## src/rtl/lockstep_pkg.sv

```systemverilog
// Shared types and helpers for the lockstep comparator: FSM states, error kinds
// and the width of the channel index.
package lockstep_pkg;

  typedef enum logic [1:0] {
    WARMUP  = 2'd0,
    COMPARE = 2'd1,
    HALTED  = 2'd2
  } state_e;

  localparam logic KIND_DATA  = 1'b0;
  localparam logic KIND_VALID = 1'b1;

  function automatic int ch_w(input int nch);
    return (nch > 1) ? $clog2(nch) : 1;
  endfunction

endpackage

```

## src/rtl/lockstep_delay.sv

```systemverilog
// Fixed-depth {valid, data} shift register that skews the ref stream; depth 0
// is a plain wire.
module lockstep_delay #(
  parameter int WIDTH_TOTAL = 16,
  parameter int DEPTH       = 0
) (
  input  logic                   clk_i,
  input  logic                   rst_i,
  input  logic                   valid_i,
  input  logic [WIDTH_TOTAL-1:0] data_i,
  output logic                   valid_o,
  output logic [WIDTH_TOTAL-1:0] data_o
);

  if (DEPTH == 0) begin : g_pass
    logic unused_clk;
    assign unused_clk = clk_i ^ rst_i;
    assign valid_o    = valid_i;
    assign data_o     = data_i;
  end else begin : g_pipe
    logic [DEPTH-1:0]                  vld_pipe_q, vld_pipe_d;
    logic [DEPTH-1:0][WIDTH_TOTAL-1:0] dat_pipe_q, dat_pipe_d;

    always_comb begin
      vld_pipe_d    = vld_pipe_q;
      dat_pipe_d    = dat_pipe_q;
      vld_pipe_d[0] = valid_i;
      dat_pipe_d[0] = data_i;
      for (int i = 1; i < DEPTH; i++) begin
        vld_pipe_d[i] = vld_pipe_q[i-1];
        dat_pipe_d[i] = dat_pipe_q[i-1];
      end
    end

    always_ff @(posedge clk_i) begin
      if (rst_i) begin
        vld_pipe_q <= '0;
        dat_pipe_q <= '0;
      end else begin
        vld_pipe_q <= vld_pipe_d;
        dat_pipe_q <= dat_pipe_d;
      end
    end

    assign valid_o = vld_pipe_q[DEPTH-1];
    assign data_o  = dat_pipe_q[DEPTH-1];
  end

endmodule

```

## src/rtl/lockstep_comparator.sv

```systemverilog
// Run-time lockstep checker: aligns a skewed ref stream to the uut stream,
// flags divergences, captures the first one and counts all of them.
module lockstep_comparator
  import lockstep_pkg::*;
#(
  parameter int WIDTH         = 16,
  parameter int NCH           = 1,
  parameter int SKEW          = 0,
  parameter int CNT_W         = 16,
  parameter int STOP_ON_FIRST = 1,
  localparam int CH_W         = ch_w(NCH)
) (
  input  logic                 clk_i,
  input  logic                 rst_i,
  input  logic                 en_i,
  input  logic                 clear_i,
  input  logic [NCH-1:0]       mask_i,
  input  logic                 ref_valid_i,
  input  logic [NCH*WIDTH-1:0] ref_data_i,
  input  logic                 uut_valid_i,
  input  logic [NCH*WIDTH-1:0] uut_data_i,
  output logic                 mismatch_o,
  output logic                 err_sticky_o,
  output logic [CNT_W-1:0]     err_count_o,
  output logic                 first_kind_o,
  output logic [CH_W-1:0]      first_ch_o,
  output logic [WIDTH-1:0]     first_ref_o,
  output logic [WIDTH-1:0]     first_uut_o,
  output logic [CNT_W-1:0]     first_cycle_o,
  output logic                 halted_o,
  output logic                 armed_o
);

  localparam logic [3:0] WARM_LAST = (SKEW > 0) ? 4'(SKEW - 1) : 4'd0;

  logic                 dly_valid;
  logic [NCH*WIDTH-1:0] dly_data;

  // Clearing the line on re-arm keeps stale pre-clear samples out of the compare.
  lockstep_delay #(.WIDTH_TOTAL(NCH*WIDTH), .DEPTH(SKEW)) u_dly (
    .clk_i   (clk_i),
    .rst_i   (rst_i | clear_i),
    .valid_i (ref_valid_i),
    .data_i  (ref_data_i),
    .valid_o (dly_valid),
    .data_o  (dly_data)
  );

  logic [NCH-1:0] ch_diff;
  for (genvar k = 0; k < NCH; k++) begin : g_diff
    assign ch_diff[k] = ~mask_i[k] &
                        (dly_data[k*WIDTH +: WIDTH] != uut_data_i[k*WIDTH +: WIDTH]);
  end

  state_e           state_q, state_d;
  logic [3:0]       warm_q, warm_d;
  logic [CNT_W-1:0] cyc_q, cyc_d, cnt_q, cnt_d, fcyc_q, fcyc_d;
  logic             mism_q, mism_d, sticky_q, sticky_d, kind_q, kind_d;
  logic [CH_W-1:0]  fch_q, fch_d, fail_ch, cap_ch;
  logic [WIDTH-1:0] fref_q, fref_d, fuut_q, fuut_d;
  logic             valid_err, data_err;

  always_comb begin
    fail_ch = '0;
    for (int k = NCH - 1; k >= 0; k--) begin
      if (ch_diff[k]) fail_ch = CH_W'(k);
    end
  end

  always_comb begin
    state_d   = state_q;
    warm_d    = warm_q;
    cyc_d     = cyc_q;
    cnt_d     = cnt_q;
    mism_d    = 1'b0;
    sticky_d  = sticky_q;
    kind_d    = kind_q;
    fch_d     = fch_q;
    fref_d    = fref_q;
    fuut_d    = fuut_q;
    fcyc_d    = fcyc_q;
    valid_err = dly_valid != uut_valid_i;
    data_err  = dly_valid & uut_valid_i & (|ch_diff);
    cap_ch    = valid_err ? '0 : fail_ch;
    case (state_q)
      WARMUP: begin
        if (en_i) begin
          if (warm_q == WARM_LAST) state_d = COMPARE;
          else                     warm_d  = warm_q + 4'd1;
        end
      end
      COMPARE: begin
        if (en_i) begin
          cyc_d = cyc_q + 1'b1;
          if (valid_err || data_err) begin
            mism_d = 1'b1;
            if (cnt_q != '1) cnt_d = cnt_q + 1'b1;
            if (!sticky_q) begin
              sticky_d = 1'b1;
              kind_d   = valid_err ? KIND_VALID : KIND_DATA;
              fch_d    = cap_ch;
              fref_d   = dly_data[cap_ch*WIDTH +: WIDTH];
              fuut_d   = uut_data_i[cap_ch*WIDTH +: WIDTH];
              fcyc_d   = cyc_q;
            end
            if (STOP_ON_FIRST != 0) state_d = HALTED;
          end
        end
      end
      default: ;
    endcase
  end

  always_ff @(posedge clk_i) begin
    if (rst_i || clear_i) begin
      state_q  <= WARMUP;
      warm_q   <= '0;
      cyc_q    <= '0;
      cnt_q    <= '0;
      mism_q   <= 1'b0;
      sticky_q <= 1'b0;
      kind_q   <= 1'b0;
      fch_q    <= '0;
      fref_q   <= '0;
      fuut_q   <= '0;
      fcyc_q   <= '0;
    end else begin
      state_q  <= state_d;
      warm_q   <= warm_d;
      cyc_q    <= cyc_d;
      cnt_q    <= cnt_d;
      mism_q   <= mism_d;
      sticky_q <= sticky_d;
      kind_q   <= kind_d;
      fch_q    <= fch_d;
      fref_q   <= fref_d;
      fuut_q   <= fuut_d;
      fcyc_q   <= fcyc_d;
    end
  end

  assign mismatch_o    = mism_q;
  assign err_sticky_o  = sticky_q;
  assign err_count_o   = cnt_q;
  assign first_kind_o  = kind_q;
  assign first_ch_o    = fch_q;
  assign first_ref_o   = fref_q;
  assign first_uut_o   = fuut_q;
  assign first_cycle_o = fcyc_q;
  assign halted_o      = (state_q == HALTED);
  assign armed_o       = (state_q == COMPARE);

endmodule
```

## config.mk

```make
export PLATFORM = sky130hd
export DESIGN_NAME = lockstep_comparator
export DESIGN_NICKNAME = d
export VERILOG_FILES = /design/src/rtl/lockstep_pkg.sv /design/src/rtl/lockstep_delay.sv /design/src/rtl/lockstep_comparator.sv
export SDC_FILE = /design/constraint.sdc
export NUM_CORES = 1
export LEC_CHECK = 0
export CAP_MARGIN = 25
export CELL_PAD_IN_SITES_DETAIL_PLACEMENT = 0
export CELL_PAD_IN_SITES_GLOBAL_PLACEMENT = 1
export CORE_MARGIN = 8
export CORE_UTILIZATION = 36
export CTS_CLUSTER_DIAMETER = 150
export DETAILED_ROUTE_END_ITERATION = 6
export PLACE_DENSITY_LB_ADDON = 0.05
export SYNTH_ARGS = -nofsm -noshare
export SYNTH_HDL_FRONTEND = slang
export SYNTH_HIERARCHICAL = 1
export SYNTH_SLANG_ARGS = --single-unit
```

## constraint.sdc

```tcl
create_clock -name clk_i -period 2.8 [get_ports clk_i]
set_clock_uncertainty 0.2 [all_clocks]
set_input_delay 0.42 -clock clk_i [delete_from_list [all_inputs] [get_ports clk_i]]
set_output_delay 0.42 -clock clk_i [all_outputs]
set_load 0.005 [all_outputs]
```

==> results.sh <==
export IMPL_syn_avg_cell_area_um2=9.45
export IMPL_drt_total_wl_mm=9.41
export IMPL_dieWidth_um=120
export IMPL_ys_ff_latch=89
export IMPL_layout_drive_gt1_share_pct=7.47
export IMPL_area_growth_syn_to_layout_pct=35.5
export IMPL_switching_share_pct=22.5
export IMPL_grt_ovfl_total=0
export IMPL_yosys_warnings=6
export IMPL_p_leak_nw=1.72
export IMPL_n_antenna_cell=0
export IMPL_hold_worst_slack_ns=0.296
export IMPL_finalHoldViolations=0
export IMPL_ctsRootBufferMaster="clkbuf_8"
export IMPL_clkPwrFrac_pct=40.6
export IMPL_worstPathRequired_ns=2.88
export IMPL_ys_flop_type="dfxtp_1"
export IMPL_finalSetupViolCount=0
export IMPL_drt_wirelength_per_cell_um=14.5
export IMPL_final_max_slew_viol_count=0
export IMPL_cts_sinks=89
export IMPL_grt_max_degree=50
export IMPL_antenna_found_initial=0
export IMPL_io_pin_count=109
export IMPL_cts_resized=0
export IMPL_dr_pass1_iters=4
export IMPL_power_density_nw_per_um2=466
export IMPL_path_clk_slew_ns=0.09
export IMPL_clock_fmax_mhz=415
export IMPL_vias_per_cell=4.77
export IMPL_fin_crit_ns=2.41
export IMPL_worstPathCellList="clkdlybuf4s50_1 > xor2_1 > nor4_2 > nand4_2 > a22o_2 > buf_4 > nand2b_1 > a21oi_1"
export IMPL_fin_crit_sh_pct=86.0
export IMPL_initial_utilization_pct=36.4
export IMPL_synthCells=410
export IMPL_start_kind="primary input"
export IMPL_nets=548
export IMPL_die_h_um=120
export IMPL_setup_worst_path_end_class="register"
export IMPL_grt_pass1_wl_mm=15.3
export IMPL_clk_latency_ns=0.35
export IMPL_path_max_fanout=15
export IMPL_core_area_um2=10700
export IMPL_rows=38
export IMPL_dieArea_um2=14300
export IMPL_power_share_combinational_pct=7.4
export IMPL_syn_area_um2=3870
export IMPL_track_usage_pct=13.1
export IMPL_cts_setup_buffers=0
export IMPL_ir_worst_vdd_uv=234
export IMPL_synthDistinctLibCells=44
export IMPL_dpl_cell_count=633
export IMPL_synth_seq_area_share_pct=46.0
export IMPL_slowest_stage="clkdlybuf4s50_1"
export IMPL_cts_tree="built"
export IMPL_regArea_um2=1780
export IMPL_gp_congestion=0.686
export IMPL_dr_total_vias=3095
export IMPL_synth_edf_count=0
export IMPL_layout_commonest_cell="clkdlybuf4s50_1"
export IMPL_rsz0062_at_grt="no"
export IMPL_status="finished clean"
export IMPL_cpPeakStageDelay_ns=0.44
export IMPL_htree_levels=3
export IMPL_p_sw_uw=551
export IMPL_fin_cells=649
export IMPL_syn_nets=454
export IMPL_numCtsBuffers=9
export IMPL_hold_buffers=0
export IMPL_nFillCells=1035
export IMPL_layout_common_cells="107 x clkdlybuf4s50_1, 89 x dfxtp_1, 75 x nor2_1"
export IMPL_cap_violations=0
export IMPL_cts_buffer_depth=2
export IMPL_place_ws_ns=-0.00912
export IMPL_crit_arrival_ns=2.49
export IMPL_path_class="in2reg"
export IMPL_grt_pass1_vias=3048
export IMPL_dp_hpwl_mm=6.84
export IMPL_intPower_mw=1.90
export IMPL_setup_ws_ns=0.393
export IMPL_drt_iter0_drc=116
export IMPL_holdCritPathClass="reg2reg"
export IMPL_total_power_mw=2.45
export IMPL_portBuffers=107
export IMPL_multi_input_area_um2=1840
export IMPL_seq_power_share_pct=52.0
export IMPL_async_reset_ff_share_pct=0
export IMPL_drc=0
export IMPL_antenna_left=0
==> cell usage after synthesis, types with 3 or more instances <==
| cell type | number | area [um2] |
|---|---|---|
| inv_1 | 4 | 15.0 |
| nand2_1 | 17 | 63.8 |
| o21a_1 | 3 | 22.5 |
| xor2_1 | 29 | 254 |
| nor4_2 | 4 | 50.1 |
| nand4_1 | 6 | 37.5 |
| or3_1 | 13 | 81.3 |
| and3_1 | 3 | 18.8 |
| clkbuf_1 | 9 | 33.8 |
| ha_1 | 5 | 62.6 |
| nand3_1 | 11 | 55.1 |
| a21oi_1 | 18 | 90.1 |
| o21ai_0 | 5 | 25.0 |
| buf_2 | 3 | 15.0 |
| dfxtp_1 | 89 | 1780 |
| nor2_1 | 75 | 282 |
| mux2i_1 | 50 | 500 |
| xnor2_1 | 4 | 35.0 |
| o21ai_1 | 9 | 45.0 |
| buf_4 | 20 | 150 |
==> layout make-up <==
class	instances	area share (%)
clock buffers	10	2.62
clock inverters	6	1.72
inverters	5	0.358
multi-input cells	280	35.2
flip-flops and latches	89	34.0
well taps	140	3.34
repair buffers	119	22.8
==> per-layer routing <==
metal	track usage [%]	vias up	wire length [um]
li1	-	1575	-
met1	16.0	1437	4230
met2	19.4	76	4130
met3	6.62	7	956
met4	4.92	0	91
met5	0	-	0
==> stage by stage <==
stage | instance area, um2 | utilization, % | setup TNS [ns]
6_report | 5250 | 49.3 | 0
5_1_grt | 5250 | 49.3 | 0
4_1_cts | 5250 | 49.3 | 0
3_5_place_dp | 5020 | 47.1 | -0.00921
3_3_place_gp | 5020 | 47.1 | -0.0163
2_1_floorplan | 3870 | - | 0
==> final timing paths <==
kind	start	end	slack, ns	depth (start not counted)
worst max-delay path	uut_data_i[6]	first_kind_o	0.39	8
worst min-delay path	first_uut_o[14]	first_uut_o[14]	0.30	2
worst max register to register	err_count_o[0]	err_count_o[1]	0.51	8
worst min register to register	first_uut_o[14]	first_uut_o[14]	0.30	2
==> power by group through the flow <==
stage	Combinational (mW)	Sequential (mW)	Clock [mW]
after detailed placement	0.182	1.30	0
after global placement	0.183	1.30	0
after global routing	0.197	1.27	1.09
after floorplan	0.103	1.30	0
final	0.180	1.27	0.994
after CTS	0.184	1.27	1.03
==> cells by family (layout without fill, tap and decap cells) <==
| group | Yosys count | in the layout | synth area share [%] |
|---|---|---|---|
| other | 1 | 1 | 0.0968 |
| multiplexers | 50 | 50 | 12.9 |
| AO/OA/AOI/OAI | 45 | 45 | 6.98 |
| flip-flops | 89 | 89 | 46.0 |
| AND/OR/NAND/NOR | 146 | 146 | 18.5 |
| buffers and inverters | 41 | 140 | 6.40 |
| XOR/XNOR | 33 | 33 | 7.46 |
| adder cells (fa/ha/maj) | 5 | 5 | 1.62 |
==> critical path: cells and delay by family <==
family | cells | cell delay [ns]
AOI/OAI and AO/OA | 2 | 0.42
xor gates and xnor gates | 1 | 0.18
buffers and inverters | 2 | 0.67
and+or+nand+nor | 3 | 0.79
==> sequential cells by signal, summed over array words and instances (netlist names) <==
signal         cells
first_cycle_o     16
first_ref_o       16
err_count_o       16
cyc_q             16
err_sticky_o       1
first_uut_o       16
first_kind_o       1
warm_q             4
mismatch_o         1
state_q            2
(Power assumes the default switching activity.)
